--- src/rtl/rpe_pkg.sv ---
// Shared definitions for the reduced-precision weight-stationary PE family.
// Holds the default widths, the index of the weight mode bit and the
// weight-code decoder used by every PE variant.
//
// Contents:
//   ACT_W_DEF, WMAG_W_DEF, NMSR_SHIFT_DEF, PSUM_W_DEF : default widths
//   MODE_BIT_DEF : bit position of the mode bit M within a default weight code
//   decode_weight : compressed weight code -> signed effective weight
package rpe_pkg;

    localparam int ACT_W_DEF      = 7;
    localparam int WMAG_W_DEF     = 4;
    localparam int NMSR_SHIFT_DEF = 4;
    localparam int PSUM_W_DEF     = 2 * (ACT_W_DEF + 1) + 3;

    // The mode bit sits directly above the signed value field.
    localparam int MODE_BIT_DEF   = WMAG_W_DEF;

    // Decode a weight code given its mode bit and its sign-extended value
    // field. Mode 0 gives odd weights 2s+1. Mode 1 gives a shifted weight
    // whose negative side is ones-complement, so s=-1 encodes zero.
    function automatic logic signed [31:0] decode_weight(
        input logic               mode,
        input logic signed [31:0] mag,
        input int unsigned        shift
    );
        logic signed [31:0] weff;
        if (!mode) begin
            weff = (mag <<< 1) + 32'sd1;
        end else if (!mag[31]) begin
            weff = mag <<< shift;
        end else begin
            weff = (mag + 32'sd1) <<< shift;
        end
        return weff;
    endfunction

endpackage

--- src/rtl/rpe_dbuf_if.sv ---
// Bundle of the column/row signals of one double-buffered PE.
//
// Signals:
//   w_in, w_in_valid, w_swap_in      : weight chain from the PE above
//   w_out, w_out_valid, w_swap_out   : weight chain to the PE below
//   act_in, act_in_valid, psum_in    : activation / partial-sum wavefront in
//   act_out, act_out_valid           : activation to the PE on the right
//   psum_out, psum_out_valid         : partial sum to the PE below
//   w_active_valid, w_shadow_valid   : weight buffer status
// Modports: slave = the PE itself, master = whatever drives the PE.
interface rpe_dbuf_if
    import rpe_pkg::*;
#(
    parameter int ACT_W  = ACT_W_DEF,
    parameter int WMAG_W = WMAG_W_DEF,
    parameter int PSUM_W = PSUM_W_DEF
) ();

    logic [WMAG_W:0]   w_in;
    logic              w_in_valid;
    logic [WMAG_W:0]   w_out;
    logic              w_out_valid;
    logic              w_swap_in;
    logic              w_swap_out;
    logic [ACT_W-1:0]  act_in;
    logic              act_in_valid;
    logic [ACT_W-1:0]  act_out;
    logic              act_out_valid;
    logic [PSUM_W-1:0] psum_in;
    logic [PSUM_W-1:0] psum_out;
    logic              psum_out_valid;
    logic              w_active_valid;
    logic              w_shadow_valid;

    modport slave (
        input  w_in, w_in_valid, w_swap_in, act_in, act_in_valid, psum_in,
        output w_out, w_out_valid, w_swap_out, act_out, act_out_valid,
               psum_out, psum_out_valid, w_active_valid, w_shadow_valid
    );

    modport master (
        output w_in, w_in_valid, w_swap_in, act_in, act_in_valid, psum_in,
        input  w_out, w_out_valid, w_swap_out, act_out, act_out_valid,
               psum_out, psum_out_valid, w_active_valid, w_shadow_valid
    );

endinterface

--- src/rtl/rpe_mac.sv ---
// Combinational multiply-accumulate of one PE: decodes the weight code,
// multiplies by the effective activation at full precision and adds the
// sign-extended product to the incoming partial sum, wrapping to PSUM_W.
//
// Ports:
//   a_i          : effective signed activation, ACT_W+1 bits
//   w_code_i     : compressed weight code, WMAG_W+1 bits (MSB = mode)
//   psum_in_i    : incoming partial sum
//   psum_next_o  : psum_in_i + A*Weff modulo 2^PSUM_W
module rpe_mac
    import rpe_pkg::*;
#(
    parameter int ACT_W      = ACT_W_DEF,
    parameter int WMAG_W     = WMAG_W_DEF,
    parameter int NMSR_SHIFT = NMSR_SHIFT_DEF,
    parameter int PSUM_W     = PSUM_W_DEF
) (
    input  logic signed [ACT_W:0]  a_i,
    input  logic [WMAG_W:0]        w_code_i,
    input  logic [PSUM_W-1:0]      psum_in_i,
    output logic [PSUM_W-1:0]      psum_next_o
);

    // Wide enough for both 2s+1 and the shifted mode-1 weight.
    localparam int WEFF_W = WMAG_W + NMSR_SHIFT + 1;
    localparam int PROD_W = ACT_W + 1 + WEFF_W;
    localparam int SUM_W  = (PROD_W > PSUM_W) ? PROD_W : PSUM_W;

    logic signed [WMAG_W-1:0] magField;
    logic signed [31:0]       magExt;
    logic signed [WEFF_W-1:0] weff;
    logic signed [PROD_W-1:0] prod;
    logic [SUM_W-1:0]         sumWide;

    assign magField = signed'(w_code_i[WMAG_W-1:0]);
    assign magExt   = 32'(magField);
    assign weff     = WEFF_W'(decode_weight(w_code_i[WMAG_W], magExt, NMSR_SHIFT));

    // Operands are widened first so the product is never truncated.
    assign prod        = PROD_W'(a_i) * PROD_W'(weff);
    assign sumWide     = SUM_W'(prod) + SUM_W'(psum_in_i);
    assign psum_next_o = sumWide[PSUM_W-1:0];

endmodule

--- src/rtl/rpe_dbuf.sv ---
// Weight-stationary PE with double-buffered weights. A new weight tile
// shifts down the column into the shadow register while the active weight
// keeps computing; a swap pulse travelling down the column promotes the
// shadow weight to active one row per cycle.
//
// Ports:
//   clk  : clock
//   rst  : synchronous active-high reset
//   bus  : rpe_dbuf_if slave modport (weight chain, activation/psum
//          wavefront and weight buffer status)
module rpe_dbuf
    import rpe_pkg::*;
#(
    parameter int ACT_W      = ACT_W_DEF,
    parameter int WMAG_W     = WMAG_W_DEF,
    parameter int NMSR_SHIFT = NMSR_SHIFT_DEF,
    parameter int PSUM_W     = PSUM_W_DEF
) (
    input logic       clk,
    input logic       rst,
    rpe_dbuf_if.slave bus
);

    logic [WMAG_W:0]   wOut_q, wOut_d;
    logic              wOutValid_q, wOutValid_d;
    logic              wSwapOut_q, wSwapOut_d;
    logic [WMAG_W:0]   wShadow_q, wShadow_d;
    logic              shadowValid_q, shadowValid_d;
    logic [WMAG_W:0]   wActive_q, wActive_d;
    logic              activeValid_q, activeValid_d;
    logic [ACT_W-1:0]  actOut_q, actOut_d;
    logic              actOutValid_q, actOutValid_d;
    logic [PSUM_W-1:0] psumOut_q, psumOut_d;
    logic              psumOutValid_q, psumOutValid_d;

    logic signed [ACT_W:0] actEff;
    logic [PSUM_W-1:0]     macNext;

    // Stored activations carry an implicit LSB of one.
    assign actEff = {bus.act_in, 1'b1};

    rpe_mac #(
        .ACT_W      (ACT_W),
        .WMAG_W     (WMAG_W),
        .NMSR_SHIFT (NMSR_SHIFT),
        .PSUM_W     (PSUM_W)
    ) uMac (
        .a_i         (actEff),
        .w_code_i    (wActive_q),
        .psum_in_i   (bus.psum_in),
        .psum_next_o (macNext)
    );

    // Next-state logic. The swap reads the shadow before this cycle's load
    // overwrites it, so a simultaneous swap+load promotes the old shadow and
    // leaves the new weight waiting. The MAC always sees the pre-edge active
    // weight, so a swap only affects the following cycle.
    always_comb begin
        wOut_d         = bus.w_in;
        wOutValid_d    = bus.w_in_valid;
        wSwapOut_d     = bus.w_swap_in;
        wShadow_d      = wShadow_q;
        shadowValid_d  = shadowValid_q;
        wActive_d      = wActive_q;
        activeValid_d  = activeValid_q;
        actOut_d       = actOut_q;
        psumOut_d      = psumOut_q;
        actOutValid_d  = bus.act_in_valid;
        psumOutValid_d = bus.act_in_valid;

        if (bus.w_swap_in && shadowValid_q) begin
            wActive_d     = wShadow_q;
            activeValid_d = 1'b1;
            shadowValid_d = 1'b0;
        end
        if (bus.w_in_valid) begin
            wShadow_d     = bus.w_in;
            shadowValid_d = 1'b1;
        end

        if (bus.act_in_valid) begin
            actOut_d  = bus.act_in;
            psumOut_d = activeValid_q ? macNext : bus.psum_in;
        end
    end

    always_ff @(posedge clk) begin
        if (rst) begin
            wOut_q         <= '0;
            wOutValid_q    <= 1'b0;
            wSwapOut_q     <= 1'b0;
            wShadow_q      <= '0;
            shadowValid_q  <= 1'b0;
            wActive_q      <= '0;
            activeValid_q  <= 1'b0;
            actOut_q       <= '0;
            actOutValid_q  <= 1'b0;
            psumOut_q      <= '0;
            psumOutValid_q <= 1'b0;
        end else begin
            wOut_q         <= wOut_d;
            wOutValid_q    <= wOutValid_d;
            wSwapOut_q     <= wSwapOut_d;
            wShadow_q      <= wShadow_d;
            shadowValid_q  <= shadowValid_d;
            wActive_q      <= wActive_d;
            activeValid_q  <= activeValid_d;
            actOut_q       <= actOut_d;
            actOutValid_q  <= actOutValid_d;
            psumOut_q      <= psumOut_d;
            psumOutValid_q <= psumOutValid_d;
        end
    end

    assign bus.w_out          = wOut_q;
    assign bus.w_out_valid    = wOutValid_q;
    assign bus.w_swap_out     = wSwapOut_q;
    assign bus.act_out        = actOut_q;
    assign bus.act_out_valid  = actOutValid_q;
    assign bus.psum_out       = psumOut_q;
    assign bus.psum_out_valid = psumOutValid_q;
    assign bus.w_active_valid = activeValid_q;
    assign bus.w_shadow_valid = shadowValid_q;

endmodule
--- src/flat_wrapper.sv ---
// flat-port wrapper written by rule: the top's interface ports become plain ports
module rpe_dbuf_flat import rpe_pkg::*;
#(
    parameter int ACT_W      = ACT_W_DEF,
    parameter int WMAG_W     = WMAG_W_DEF,
    parameter int NMSR_SHIFT = NMSR_SHIFT_DEF,
    parameter int PSUM_W     = PSUM_W_DEF
)
  (clk, rst, bus_w_in, bus_w_in_valid, bus_w_swap_in, bus_act_in, bus_act_in_valid, bus_psum_in, bus_w_out, bus_w_out_valid, bus_w_swap_out, bus_act_out, bus_act_out_valid, bus_psum_out, bus_psum_out_valid, bus_w_active_valid, bus_w_shadow_valid);
  rpe_dbuf_if #(.ACT_W(ACT_W), .WMAG_W(WMAG_W), .PSUM_W(PSUM_W)) bus_i ();
  input logic clk;
  input logic rst;
  input wire logic [$bits(bus_i.w_in)-1:0] bus_w_in;
  input wire logic [$bits(bus_i.w_in_valid)-1:0] bus_w_in_valid;
  input wire logic [$bits(bus_i.w_swap_in)-1:0] bus_w_swap_in;
  input wire logic [$bits(bus_i.act_in)-1:0] bus_act_in;
  input wire logic [$bits(bus_i.act_in_valid)-1:0] bus_act_in_valid;
  input wire logic [$bits(bus_i.psum_in)-1:0] bus_psum_in;
  output wire logic [$bits(bus_i.w_out)-1:0] bus_w_out;
  output wire logic [$bits(bus_i.w_out_valid)-1:0] bus_w_out_valid;
  output wire logic [$bits(bus_i.w_swap_out)-1:0] bus_w_swap_out;
  output wire logic [$bits(bus_i.act_out)-1:0] bus_act_out;
  output wire logic [$bits(bus_i.act_out_valid)-1:0] bus_act_out_valid;
  output wire logic [$bits(bus_i.psum_out)-1:0] bus_psum_out;
  output wire logic [$bits(bus_i.psum_out_valid)-1:0] bus_psum_out_valid;
  output wire logic [$bits(bus_i.w_active_valid)-1:0] bus_w_active_valid;
  output wire logic [$bits(bus_i.w_shadow_valid)-1:0] bus_w_shadow_valid;
  assign bus_i.w_in = bus_w_in;
  assign bus_i.w_in_valid = bus_w_in_valid;
  assign bus_i.w_swap_in = bus_w_swap_in;
  assign bus_i.act_in = bus_act_in;
  assign bus_i.act_in_valid = bus_act_in_valid;
  assign bus_i.psum_in = bus_psum_in;
  assign bus_w_out = bus_i.w_out;
  assign bus_w_out_valid = bus_i.w_out_valid;
  assign bus_w_swap_out = bus_i.w_swap_out;
  assign bus_act_out = bus_i.act_out;
  assign bus_act_out_valid = bus_i.act_out_valid;
  assign bus_psum_out = bus_i.psum_out;
  assign bus_psum_out_valid = bus_i.psum_out_valid;
  assign bus_w_active_valid = bus_i.w_active_valid;
  assign bus_w_shadow_valid = bus_i.w_shadow_valid;
  rpe_dbuf #(.ACT_W(ACT_W), .WMAG_W(WMAG_W), .NMSR_SHIFT(NMSR_SHIFT), .PSUM_W(PSUM_W)) u_core (.clk(clk), .rst(rst), .bus(bus_i));
endmodule
--- config.mk ---
export PLATFORM = sky130hd
export DESIGN_NAME = rpe_dbuf_flat
export DESIGN_NICKNAME = d
export VERILOG_FILES = /design/src/rtl/rpe_pkg.sv /design/src/rtl/rpe_dbuf_if.sv /design/src/rtl/rpe_mac.sv /design/src/rtl/rpe_dbuf.sv /design/src/flat_wrapper.sv
export SDC_FILE = /design/constraint.sdc
export NUM_CORES = 1
export LEC_CHECK = 0
export BUFFER_PORTS_ARGS = -buffer_cell sky130_fd_sc_hd__clkbuf_2
export CAP_MARGIN = 25
export CORE_MARGIN = 5
export CORE_UTILIZATION = 54
export CTS_CLUSTER_DIAMETER = 150
export DETAILED_ROUTE_END_ITERATION = 8
export GPL_TIMING_DRIVEN = 0
export PLACE_DENSITY = 0.87
export SYNTH_ARGS = -nofsm -noshare
export SYNTH_HDL_FRONTEND = slang
export SYNTH_SLANG_ARGS = --single-unit
export TNS_END_PERCENT = 5
--- constraint.sdc ---
create_clock -name clk -period 7.2 [get_ports clk]
set_input_delay 1.08 -clock clk [delete_from_list [all_inputs] [get_ports clk]]
set_output_delay 1.08 -clock clk [all_outputs]
set_load 0.01 [all_outputs]
==> flow_metrics.env, run 1 <==
export IMPL_status="finished, final reports clean"
export IMPL_wl_per_cell_um=15.52
export IMPL_crit_chain="clkbuf_2, nor2b_2, nand2_1, fa_1, fa_1, inv_1, fa_1, inv_1, fa_1, inv_1, ha_4, o21ai_1, o21a_1, nor3_2, a211o_1, and3_2, or2_1, ha_1, or3_1, o31a_1, or3_1, a31o_1, a311oi_2"
export IMPL_dpl_hpwl_um=10760
export IMPL_grt_max_degree=15
export IMPL_cts_tree="yes"
export IMPL_drv_slew=0
export IMPL_cts_root_buf="clkbuf_8"
export IMPL_cp_slowest_cell="fa_1"
export IMPL_worst_slack_ns=0.3561
export IMPL_start_kind="input pin"
export IMPL_die_x_um=110.7
export IMPL_synth_area_leader_cell="fa_1"
export IMPL_synth_area_per_cell_sq_um=8.658
export IMPL_synthTopCellsByCount="102 x inv_1, 62 x fa_1, 55 x nor2_1, 51 x ha_1, 46 x dfxtp_1"
export IMPL_max_stage_delay_ns=0.55
export IMPL_finalSetupTns_ns=0
export IMPL_synth_edf_count=0
export IMPL_hp_start="u_core.wShadow_q[4]"
export IMPL_start_util_pct=55.81
export IMPL_reg2reg_slack_ns=0.36
export IMPL_synth_seq_cells=46
export IMPL_dr_pass1_iters=4
export IMPL_die_y_um=110.7
export IMPL_dp_slack_ns=-0.2085
export IMPL_cts_buffers=5
export IMPL_ir_worst_vdd_uv=107.3
export IMPL_cp_end_kind="flip-flop"
export IMPL_cp_top_family="adder cells"
export IMPL_synth_top_area_share_pct=22.65
export IMPL_cp_required_ns=7.42
export IMPL_postSynth_asyncResetShare_pct=0
export IMPL_route_detailed_drc=0
export IMPL_yosysMostFrequentCell="inv_1"
export IMPL_diodes=0
export IMPL_drtIter0Drc=235
export IMPL_num_vias=4629
export IMPL_tightest_slew_ns=0.6979
export IMPL_synth_warning_count=0
export IMPL_multiInputGateArea_sq_um=4110
export IMPL_postRouteAntennaNets=0
export IMPL_h_tree_depth=2
export IMPL_syn_instance_count=633
export IMPL_clkSinkCount=46
export IMPL_synthFlopType="dfxtp_1"
export IMPL_max_cap_viol_count=0
export IMPL_wl_met2_um=6675
export IMPL_r2r_start="u_core.wActive_q[1]"
export IMPL_regArea_sq_um=922.1
export IMPL_cts_clk_slew_worst_paths_ns=0.09
export IMPL_wl_met3_um=667
export IMPL_rows=36
export IMPL_antenna_found_initial=0
export IMPL_period_needed_ns=6.844
export IMPL_final_hold_viol_count=0
export IMPL_top_layer_used="met4"
export IMPL_final_nets=861
export IMPL_fillers=855
export IMPL_synth_cell_type_count=55
export IMPL_path_class="input pin to flip-flop"
export IMPL_syn_num_nets=782
export IMPL_worstSetupStartpoint="bus_act_in[5]"
export IMPL_grt_pass1_wl_um=21870
export IMPL_crit_path_max_fanout=7
export IMPL_yosysSeqAreaShare_pct=16.80
export IMPL_port_buffers=70
export IMPL_wirelength_um=13130
export IMPL_wl_met1_um=5415
export IMPL_dieArea_sq_um=12260
export IMPL_syn_area_sq_um=5480
export IMPL_io_pins=73
export IMPL_clockBufferDepth=2
export IMPL_power_density_nw_per_um2=144.1
export IMPL_finalCritPeriodShare_pct=95.05
export IMPL_track_usage_pct=21.12
export IMPL_crit_path_frequent_cell="fa_1"
export IMPL_crit_buf_inv=4
export IMPL_worstSkewPairLatency_ns=0.32
export IMPL_grt_pass1_vias=4923
export IMPL_hp_class="flip-flop to flip-flop"
export IMPL_core_sq_um=9819
export IMPL_gp_congestion=0.9385
export IMPL_whs_ns=0.4748
export IMPL_slew_headroom_pct=53.47
export IMPL_worstPathArrival_ns=7.07
export IMPL_yosys_top_cells_area="fa_1 23%, dfxtp_1 17%, ha_1 12%"
export IMPL_skew_ns=0.01403
export IMPL_area_growth_pct=13.06
export IMPL_setup_viol=0
export IMPL_clock_fmax_mhz=146.1
export IMPL_vias_per_cell=5.472
export IMPL_grt_overflow_total=0
export IMPL_utilization_pct=63.10
export IMPL_rsz0062_at_grt="no"
export IMPL_drive_gt1_share_pct=16.27
export IMPL_power_leakage_nw=3.018
## tightest hold or removal path, delay by kind of cell (launching register included)
| kind | cells | cell delay (ns) |
|---|---|---|
| AND/OR/NAND/NOR | 1 | 0.07 |
| AO/OA/AOI/OAI | 1 | 0.05 |
| flip-flops | 1 | 0.32 |
## worst paths after layout
check / endpoint / depth (start not counted)
setup / recovery: u_core.bus.psum_out[18] / 23
hold reg to reg: u_core.wActive_q[4] / 2
setup reg to reg: u_core.bus.psum_out[18] / 23
hold / removal: u_core.wActive_q[4] / 2
## power by group
group / internal, W / total (W) / leakage, nW / switching (W)
clock: 0.000104 / 0.000200 / 0.0514 / 0.0000962
sequential: 0.000271 / 0.000281 / 0.381 / 0.00000963
combinational: 0.000177 / 0.000412 / 2.59 / 0.000235
## area by class of cell
| type | instances | share of cell area [%] |
|---|---|---|
| timing repair buffer | 73 | 6.018 |
| tap | 133 | 2.686 |
| buffer | 19 | 2.060 |
| clock inverter | 2 | 0.6058 |
| clock buffer | 6 | 1.171 |
| sequential | 46 | 14.88 |
| inverter | 103 | 6.240 |
| multi-input combinational | 464 | 66.34 |
## cells by family (layout without fill, tap and decap cells)
| group | count (synthesis) | count (layout) | share of synthesized area, % |
|---|---|---|---|
| AND/OR/NAND/NOR | 190 | 190 | 17.47 |
| adder cells (fa/ha/maj) | 113 | 113 | 34.29 |
| flip-flops | 46 | 46 | 16.80 |
| AO/OA/AOI/OAI | 113 | 113 | 13.88 |
| XOR/XNOR | 27 | 27 | 4.315 |
| multiplexers | 21 | 21 | 3.858 |
| buffers and inverters | 123 | 203 | 9.383 |
## cells in the final DEF, fill, tap and decap left out, drive strengths merged, types with 24 or more instances in the layout
cell    instances
inv           102
fa             62
nor2b          24
clkbuf         87
nor2           55
and2           32
nand2          36
a21oi          38
dfxtp          46
ha             51
## per-layer routing
metal  vias to the layer above  global-route usage (%)
li1                       2222                       -
met1                      2227                   26.13
met2                       139                   37.46
met3                        41                   3.603
met4                         0                   6.486
met5                         -                       0
## through the flow
step                      cell area (sq um)  power (W)  cells
after floorplan                        5480  0.0005815    633
after global placement                 5997  0.0006622    836
after detailed placement               5997  0.0006822    836
after global routing                   6196  0.0009553    846
final                                  6196  0.0008929    846
after CTS                              6118  0.0008823    844
## flip-flops by register name (all words and copies together), names as in the netlist
register,count
u_core.bus.act_out,7
u_core.bus.act_out_valid,1
u_core.bus.psum_out,19
u_core.bus.w_active_valid,1
u_core.bus.w_out,5
u_core.bus.w_out_valid,1
u_core.bus.w_shadow_valid,1
u_core.bus.w_swap_out,1
u_core.wActive_q,5
u_core.wShadow_q,5
## what timing repair did
action,in CTS,in global routing
resized for setup,2,20
pin swaps,0,2
hold buffers,0,0
setup endpoints to repair,1,2
buffers inserted,0,3
hold endpoints to repair,0,0
No activity file was read; power rests on OpenSTA's default activity.
==> inputs of run 2 (changes only) <==
--- a/config.mk
+++ b/config.mk
@@ -7,12 +7,14 @@
 export LEC_CHECK = 0
 export BUFFER_PORTS_ARGS = -buffer_cell sky130_fd_sc_hd__clkbuf_2
 export CAP_MARGIN = 25
+export CELL_PAD_IN_SITES_DETAIL_PLACEMENT = 1
+export CELL_PAD_IN_SITES_GLOBAL_PLACEMENT = 2
 export CORE_MARGIN = 5
-export CORE_UTILIZATION = 54
+export CORE_UTILIZATION = 33
 export CTS_CLUSTER_DIAMETER = 150
 export DETAILED_ROUTE_END_ITERATION = 8
 export GPL_TIMING_DRIVEN = 0
-export PLACE_DENSITY = 0.87
+export PLACE_DENSITY = 0.88
 export SYNTH_ARGS = -nofsm -noshare
 export SYNTH_HDL_FRONTEND = slang
 export SYNTH_SLANG_ARGS = --single-unit
==> flow_metrics.env, run 2 (same netlist as run 1, synthesis figures left out) <==
export IMPL_status="finished, final reports clean"
export IMPL_clockBufferDepth=2
export IMPL_die_x_um=138.9
export IMPL_cts_root_buf="clkbuf_16"
export IMPL_grtUsageMet3_pct=3.241
export IMPL_cts_buffers=5
export IMPL_period_needed_ns=6.947
export IMPL_vias_per_cell=4.974
export IMPL_track_usage_pct=16.29
export IMPL_path_class="input pin to flip-flop"
export IMPL_drive_gt1_share_pct=16.99
export IMPL_die_y_um=138.9
export IMPL_final_hold_viol_count=0
export IMPL_drtIter0Drc=150
export IMPL_num_vias=4636
export IMPL_tightest_slew_ns=0.7747
export IMPL_grt_overflow_total=0
export IMPL_final_nets=860
export IMPL_whs_ns=0.4801
export IMPL_cts_tree="yes"
export IMPL_start_util_pct=33.28
export IMPL_worstSetupStartpoint="bus_act_in[2]"
export IMPL_setup_viol=0
export IMPL_hp_start="u_core.wShadow_q[4]"
export IMPL_h_tree_depth=2
export IMPL_power_density_nw_per_um2=152.4
export IMPL_layout_commonest_cell="inv_1"
export IMPL_rsz0062_at_grt="no"
export IMPL_hp_class="flip-flop to flip-flop"
export IMPL_dpl_hpwl_um=13130
export IMPL_grt_max_degree=15
export IMPL_final_cell_area_sq_um=6376
export IMPL_rows=47
export IMPL_diodes=0
export IMPL_port_buffers=70
export IMPL_worstSkewPairLatency_ns=0.30
export IMPL_wirelength_um=15630
export IMPL_antenna_found_initial=0
export IMPL_area_growth_pct=16.35
export IMPL_dieArea_sq_um=19280
export IMPL_hold_depth=2
export IMPL_max_cap_viol_count=0
export IMPL_cts_clk_slew_worst_paths_ns=0.07
export IMPL_wl_per_cell_um=16.77
export IMPL_clock_fmax_mhz=143.9
export IMPL_postRouteAntennaNets=0
export IMPL_route_detailed_drc=0
export IMPL_layout_common_cells="102 x inv_1, 74 x clkbuf_2, 62 x fa_1, 55 x nor2_1, 50 x ha_1"
export IMPL_worstPathArrival_ns=7.16
export IMPL_grt_pass1_wl_um=25720
export IMPL_drv_slew=0
export IMPL_cts_hold_buf=0
export IMPL_io_pins=73
export IMPL_gr_usage_met2_pct=29.33
export IMPL_r2r_start="u_core.wActive_q[1]"
export IMPL_power_leakage_nw=3.062
export IMPL_ir_worst_vdd_uv=99.12
export IMPL_crit_path_max_fanout=7
export IMPL_cp_required_ns=7.42
export IMPL_slew_headroom_pct=48.35
export IMPL_clkSinkCount=46
export IMPL_grt_pass1_vias=5183
export IMPL_busiest_layer="met2"
export IMPL_skew_ns=0.003720
export IMPL_start_kind="input pin"
export IMPL_dr_pass1_iters=4
export IMPL_placed_area_sq_um=6106
export IMPL_core_sq_um=16470
export IMPL_gp_congestion=0.8371
export IMPL_use_met1_pct=20.00
export IMPL_cp_end_kind="flip-flop"
export IMPL_largest_reg_flops=19
export IMPL_rr_worst_depth=22
export IMPL_finalCritPeriodShare_pct=96.49
-- run 2: changes by cell type in the layout (fill, tap and decap cells not counted), moves of 2 or more --
cell / change
clkbuf_16: +5
clkbuf_8: -5
clkbuf_1: -2
nor2b_4: +2
clkinv_2: +2
-- run 2: per-stage QoR --
| step | setup slack (ns) | TNS [ns] | cells | util [%] | power (W) |
|---|---|---|---|---|---|
| final | 0.2529 | 0 | 932 | 38.72 | 0.0009720 |
| after global routing | 0.007885 | 0 | 932 | 38.72 | 0.001045 |
| after CTS | 0.03530 | 0 | 930 | 38.14 | 0.0009755 |
| after detailed placement | -0.2558 | -0.2558 | 923 | 37.08 | 0.0006956 |
| after global placement | -0.07849 | -0.07849 | 923 | 37.08 | 0.0006755 |
| after floorplan | 0.4402 | 0 | 633 | - | 0.0005815 |
-- run 2: critical path, cell delays in order --
cell      delay, ns
clkbuf_2       0.17
and2_1         0.23
fa_1           0.64
inv_1          0.17
fa_1           0.56
inv_1          0.06
fa_1           0.54
inv_1          0.06
fa_1           0.53
inv_1          0.05
ha_1           0.36
and3_1         0.23
a211o_1        0.30
and3_2         0.21
or2_1          0.26
ha_1           0.26
or3_1          0.35
o31a_1         0.27
or3_1          0.35
a31o_1         0.24
a311oi_2       0.24
-- run 2: final timing paths --
check | endpoint | slack [ns]
setup reg to reg | u_core.bus.psum_out[18] | 0.37
hold / removal | u_core.wActive_q[4] | 0.48
setup / recovery | u_core.bus.psum_out[18] | 0.25
hold reg to reg | u_core.wActive_q[4] | 0.48
-- run 2: what timing repair did --
| item | CTS | global route |
|---|---|---|
| gates resized for setup | 3 | 26 |
| endpoints found under the hold margin | 0 | 0 |
| buffers inserted | 0 | 2 |
| pin swaps | 0 | 4 |
| setup endpoints to repair | 1 | 2 |
-- run 2: layout make-up --
cell class / count / area [sq um]
buffer: 19 / 128.9
clock buffer: 5 / 125.1
clock inverter: 3 / 40.04
fill: 1997 / 10090
inverter: 103 / 386.6
multi-input combinational: 464 / 4133
sequential: 46 / 922.1
tap: 220 / 275.3
timing repair buffer: 72 / 365.4
-- run 2: power by group --
group          switching, W  total, W  internal, W  leakage, nW
Clock              0.000110  0.000273     0.000163       0.0836
Combinational      0.000241  0.000418     0.000177         2.60
Sequential       0.00000999  0.000281     0.000271        0.381
-- run 2: per-layer routing --
metal,up-vias,wire (um),share of wire [%]
li1,2219,-,-
met1,2308,6776,43
met2,78,7978,51
met3,31,520,3.3
met4,0,355,2.3
met5,-,0,0
==> inputs of run 3 (changes only) <==
--- a/config.mk
+++ b/config.mk
@@ -5,12 +5,14 @@
 export SDC_FILE = /design/constraint.sdc
 export NUM_CORES = 1
 export LEC_CHECK = 0
+export ABC_AREA = 1
+export ABC_CLOCK_PERIOD_IN_PS = 7200
 export BUFFER_PORTS_ARGS = -buffer_cell sky130_fd_sc_hd__clkbuf_2
 export CAP_MARGIN = 25
 export CELL_PAD_IN_SITES_DETAIL_PLACEMENT = 1
 export CELL_PAD_IN_SITES_GLOBAL_PLACEMENT = 2
 export CORE_MARGIN = 5
-export CORE_UTILIZATION = 33
+export CORE_UTILIZATION = 31
 export CTS_CLUSTER_DIAMETER = 150
 export DETAILED_ROUTE_END_ITERATION = 8
 export GPL_TIMING_DRIVEN = 0
==> flow_metrics.env, run 3 <==
export IMPL_largest_reg_flops=19
export IMPL_core_sq_um=18020
export IMPL_wirelength_um=16760
export IMPL_synth_edf_count=0
export IMPL_drtIter0Drc=175
export IMPL_h_tree_depth=2
export IMPL_tightest_slew_ns=0.6839
export IMPL_cts_resized=0
export IMPL_start_kind="input pin"
export IMPL_cts_tree="yes"
export IMPL_worstSetupStartpoint="bus_act_in[3]"
export IMPL_r2r_end="u_core.bus.psum_out[18]"
export IMPL_hp_class="flip-flop to flip-flop"
export IMPL_synth_seq_cells=46
export IMPL_cp_slowest_cell="fa_1"
export IMPL_layout_commonest_cell="inv_1"
export IMPL_slew_headroom_pct=54.10
export IMPL_timing_critical_path_to="u_core.bus.psum_out[18]"
export IMPL_synth_cell_type_count=40
export IMPL_worst_slack_ns=0.4210
export IMPL_synth_top_area_share_pct=21.73
export IMPL_area_growth_pct=14.70
export IMPL_die_x_um=145.7
export IMPL_cts_hold_buf=0
export IMPL_cts_clk_slew_worst_paths_ns=0.07
export IMPL_yosysSeqAreaShare_pct=16.12
export IMPL_io_pins=73
export IMPL_synth_area_per_cell_sq_um=7.203
export IMPL_crit_path_max_fanout=7
export IMPL_max_stage_delay_ns=0.68
export IMPL_crit_path_frequent_cell="inv_1"
export IMPL_layout_common_cells="157 x inv_1, 143 x nand2_1, 99 x nor2_1, 71 x clkbuf_2, 65 x a21oi_1"
export IMPL_ir_worst_vdd_uv=226.7
export IMPL_status="finished, final reports clean"
export IMPL_path_class="input pin to flip-flop"
export IMPL_final_nets=1020
export IMPL_gp_congestion=0.8569
export IMPL_skew_ns=0.004491
export IMPL_max_cap_viol_count=0
export IMPL_whs_ns=0.4692
export IMPL_yosysMostFrequentCell="inv_1"
export IMPL_dieArea_sq_um=21240
export IMPL_drive_gt1_share_pct=14.22
export IMPL_finalCritPeriodShare_pct=94.15
export IMPL_synth_area_leader_cell="fa_1"
export IMPL_num_vias=5272
export IMPL_grt_pass1_vias=5629
export IMPL_syn_instance_count=793
export IMPL_die_y_um=145.7
export IMPL_final_hold_viol_count=0
export IMPL_cp_required_ns=7.39
export IMPL_gr_usage_met2_pct=28.01
export IMPL_dr_pass1_iters=4
export IMPL_busiest_layer="met2"
export IMPL_antenna_found_initial=0
export IMPL_route_detailed_drc=0
export IMPL_cts_buffers=5
export IMPL_dp_slack_ns=-0.0005169
export IMPL_cp_end_kind="flip-flop"
export IMPL_syn_area_sq_um=5712
export IMPL_worstPathArrival_ns=6.97
export IMPL_syn_num_nets=942
export IMPL_grt_max_degree=16
export IMPL_setup_viol=0
export IMPL_track_usage_pct=16.10
export IMPL_clock_fmax_mhz=147.5
export IMPL_grtUsageMet3_pct=1.931
export IMPL_synth_warning_count=0
export IMPL_grt_pass1_wl_um=28610
export IMPL_port_buffers=71
export IMPL_rsz0062_at_grt="no"
export IMPL_power_density_nw_per_um2=268.0
export IMPL_cts_root_buf="clkbuf_16"
export IMPL_rr_worst_depth=31
export IMPL_postSynth_asyncResetShare_pct=0
export IMPL_power_total_w=0.001756
export IMPL_drv_slew=0
export IMPL_period_needed_ns=6.779
export IMPL_vias_per_cell=4.788
export IMPL_post_cts_buffers=0
export IMPL_synthTopCellsByCount="158 x inv_1, 144 x nand2_1, 99 x nor2_1, 65 x a21oi_1, 62 x fa_1"
export IMPL_r2r_start="u_core.wActive_q[1]"
export IMPL_synthFlopType="dfxtp_1"
export IMPL_reg2reg_slack_ns=0.45
export IMPL_dpl_hpwl_um=14700
export IMPL_grt_overflow_total=0
export IMPL_clockBufferDepth=2
export IMPL_wl_per_cell_um=15.23
export IMPL_rows=49
export IMPL_use_met1_pct=21.51
export IMPL_postRouteAntennaNets=0
export IMPL_worstSkewPairLatency_ns=0.29
export IMPL_yosys_top_cells_area="fa_1 22%, dfxtp_1 16%, ha_1 11%"
export IMPL_clkSinkCount=46
export IMPL_power_leakage_nw=3.376
export IMPL_start_util_pct=31.69
export IMPL_diodes=0
==> run 3: cell count changes in the layout (fill, tap and decap cells not counted), moves of 19 or more <==
| cell | previous run | this run |
|---|---|---|
| a21oi_1 | 33 | 65 |
| and2_1 | 32 | 0 |
| inv_1 | 102 | 157 |
| mux2i_1 | 20 | 0 |
| nand2_1 | 34 | 143 |
| nor2_1 | 55 | 99 |
| nor2b_1 | 19 | 0 |
| o21ai_0 | 10 | 35 |
==> run 3: worst min-delay path by stage <==
stage,from,to,depth (start not counted)
floorplan,u_core.wShadow_q[1],u_core.wActive_q[1],2
global placement,u_core.bus.psum_out[15],u_core.bus.psum_out[15],2
detailed placement,u_core.bus.psum_out[13],u_core.bus.psum_out[13],2
CTS,u_core.bus.psum_out[13],u_core.bus.psum_out[13],2
global route,u_core.bus.psum_out[10],u_core.bus.psum_out[10],2
finish,u_core.bus.psum_out[13],u_core.bus.psum_out[13],2
==> run 3: where the power goes <==
part,internal (W),total [W],leakage [nW],switching (W)
Sequential,0.000274,0.000286,0.381,0.0000117
Combinational,0.000433,0.00120,2.92,0.000770
Clock,0.000164,0.000267,0.0760,0.000103
==> run 3: cell type report <==
class / count / area (sq um)
Sequential cell: 46 / 920.9
Multi-Input combinational cell: 564 / 4101
Timing Repair Buffer: 71 / 355.3
Buffer: 18 / 90.09
Tap cell: 229 / 286.5
Clock buffer: 5 / 125.1
Clock inverter: 3 / 45.04
Fill cell: 2303 / 11470
Inverter: 165 / 626.9
==> run 3: stage by stage <==
step                instances    TNS (ns)  cell area [sq um]  utilization, %
global route             1101           0               6551           36.35
detailed placement       1093  -0.0005169               6354           35.25
floorplan                 793           0               5712               -
global placement         1093           0               6354           35.25
finish                   1101           0               6551           36.35
CTS                      1101           0               6524           36.19
==> run 3: logic make-up after synthesis <==
family                   share of synthesized area [%]
buffers and inverters                            12.42
AO/OA/AOI/OAI                                    12.86
flip-flops                                       16.12
AND/OR/NAND/NOR                                  22.94
adder cells (fa/ha/maj)                          32.90
XOR/XNOR                                         2.760
==> run 3: worst max-delay path, delay by kind of cell <==
kind,cells,cell delay (ns)
buffers and inverters,8,0.86
AO/OA/AOI/OAI,2,0.29
AND/OR/NAND/NOR,14,1.73
adder cells (fa/ha/maj),6,3.02
==> run 3: layer usage <==
layer | up-vias | part of all wire (%)
li1 | 2619 | -
met1 | 2567 | 46
met2 | 73 | 50
met3 | 13 | 3.0
met4 | 0 | 1.1
met5 | - | 0
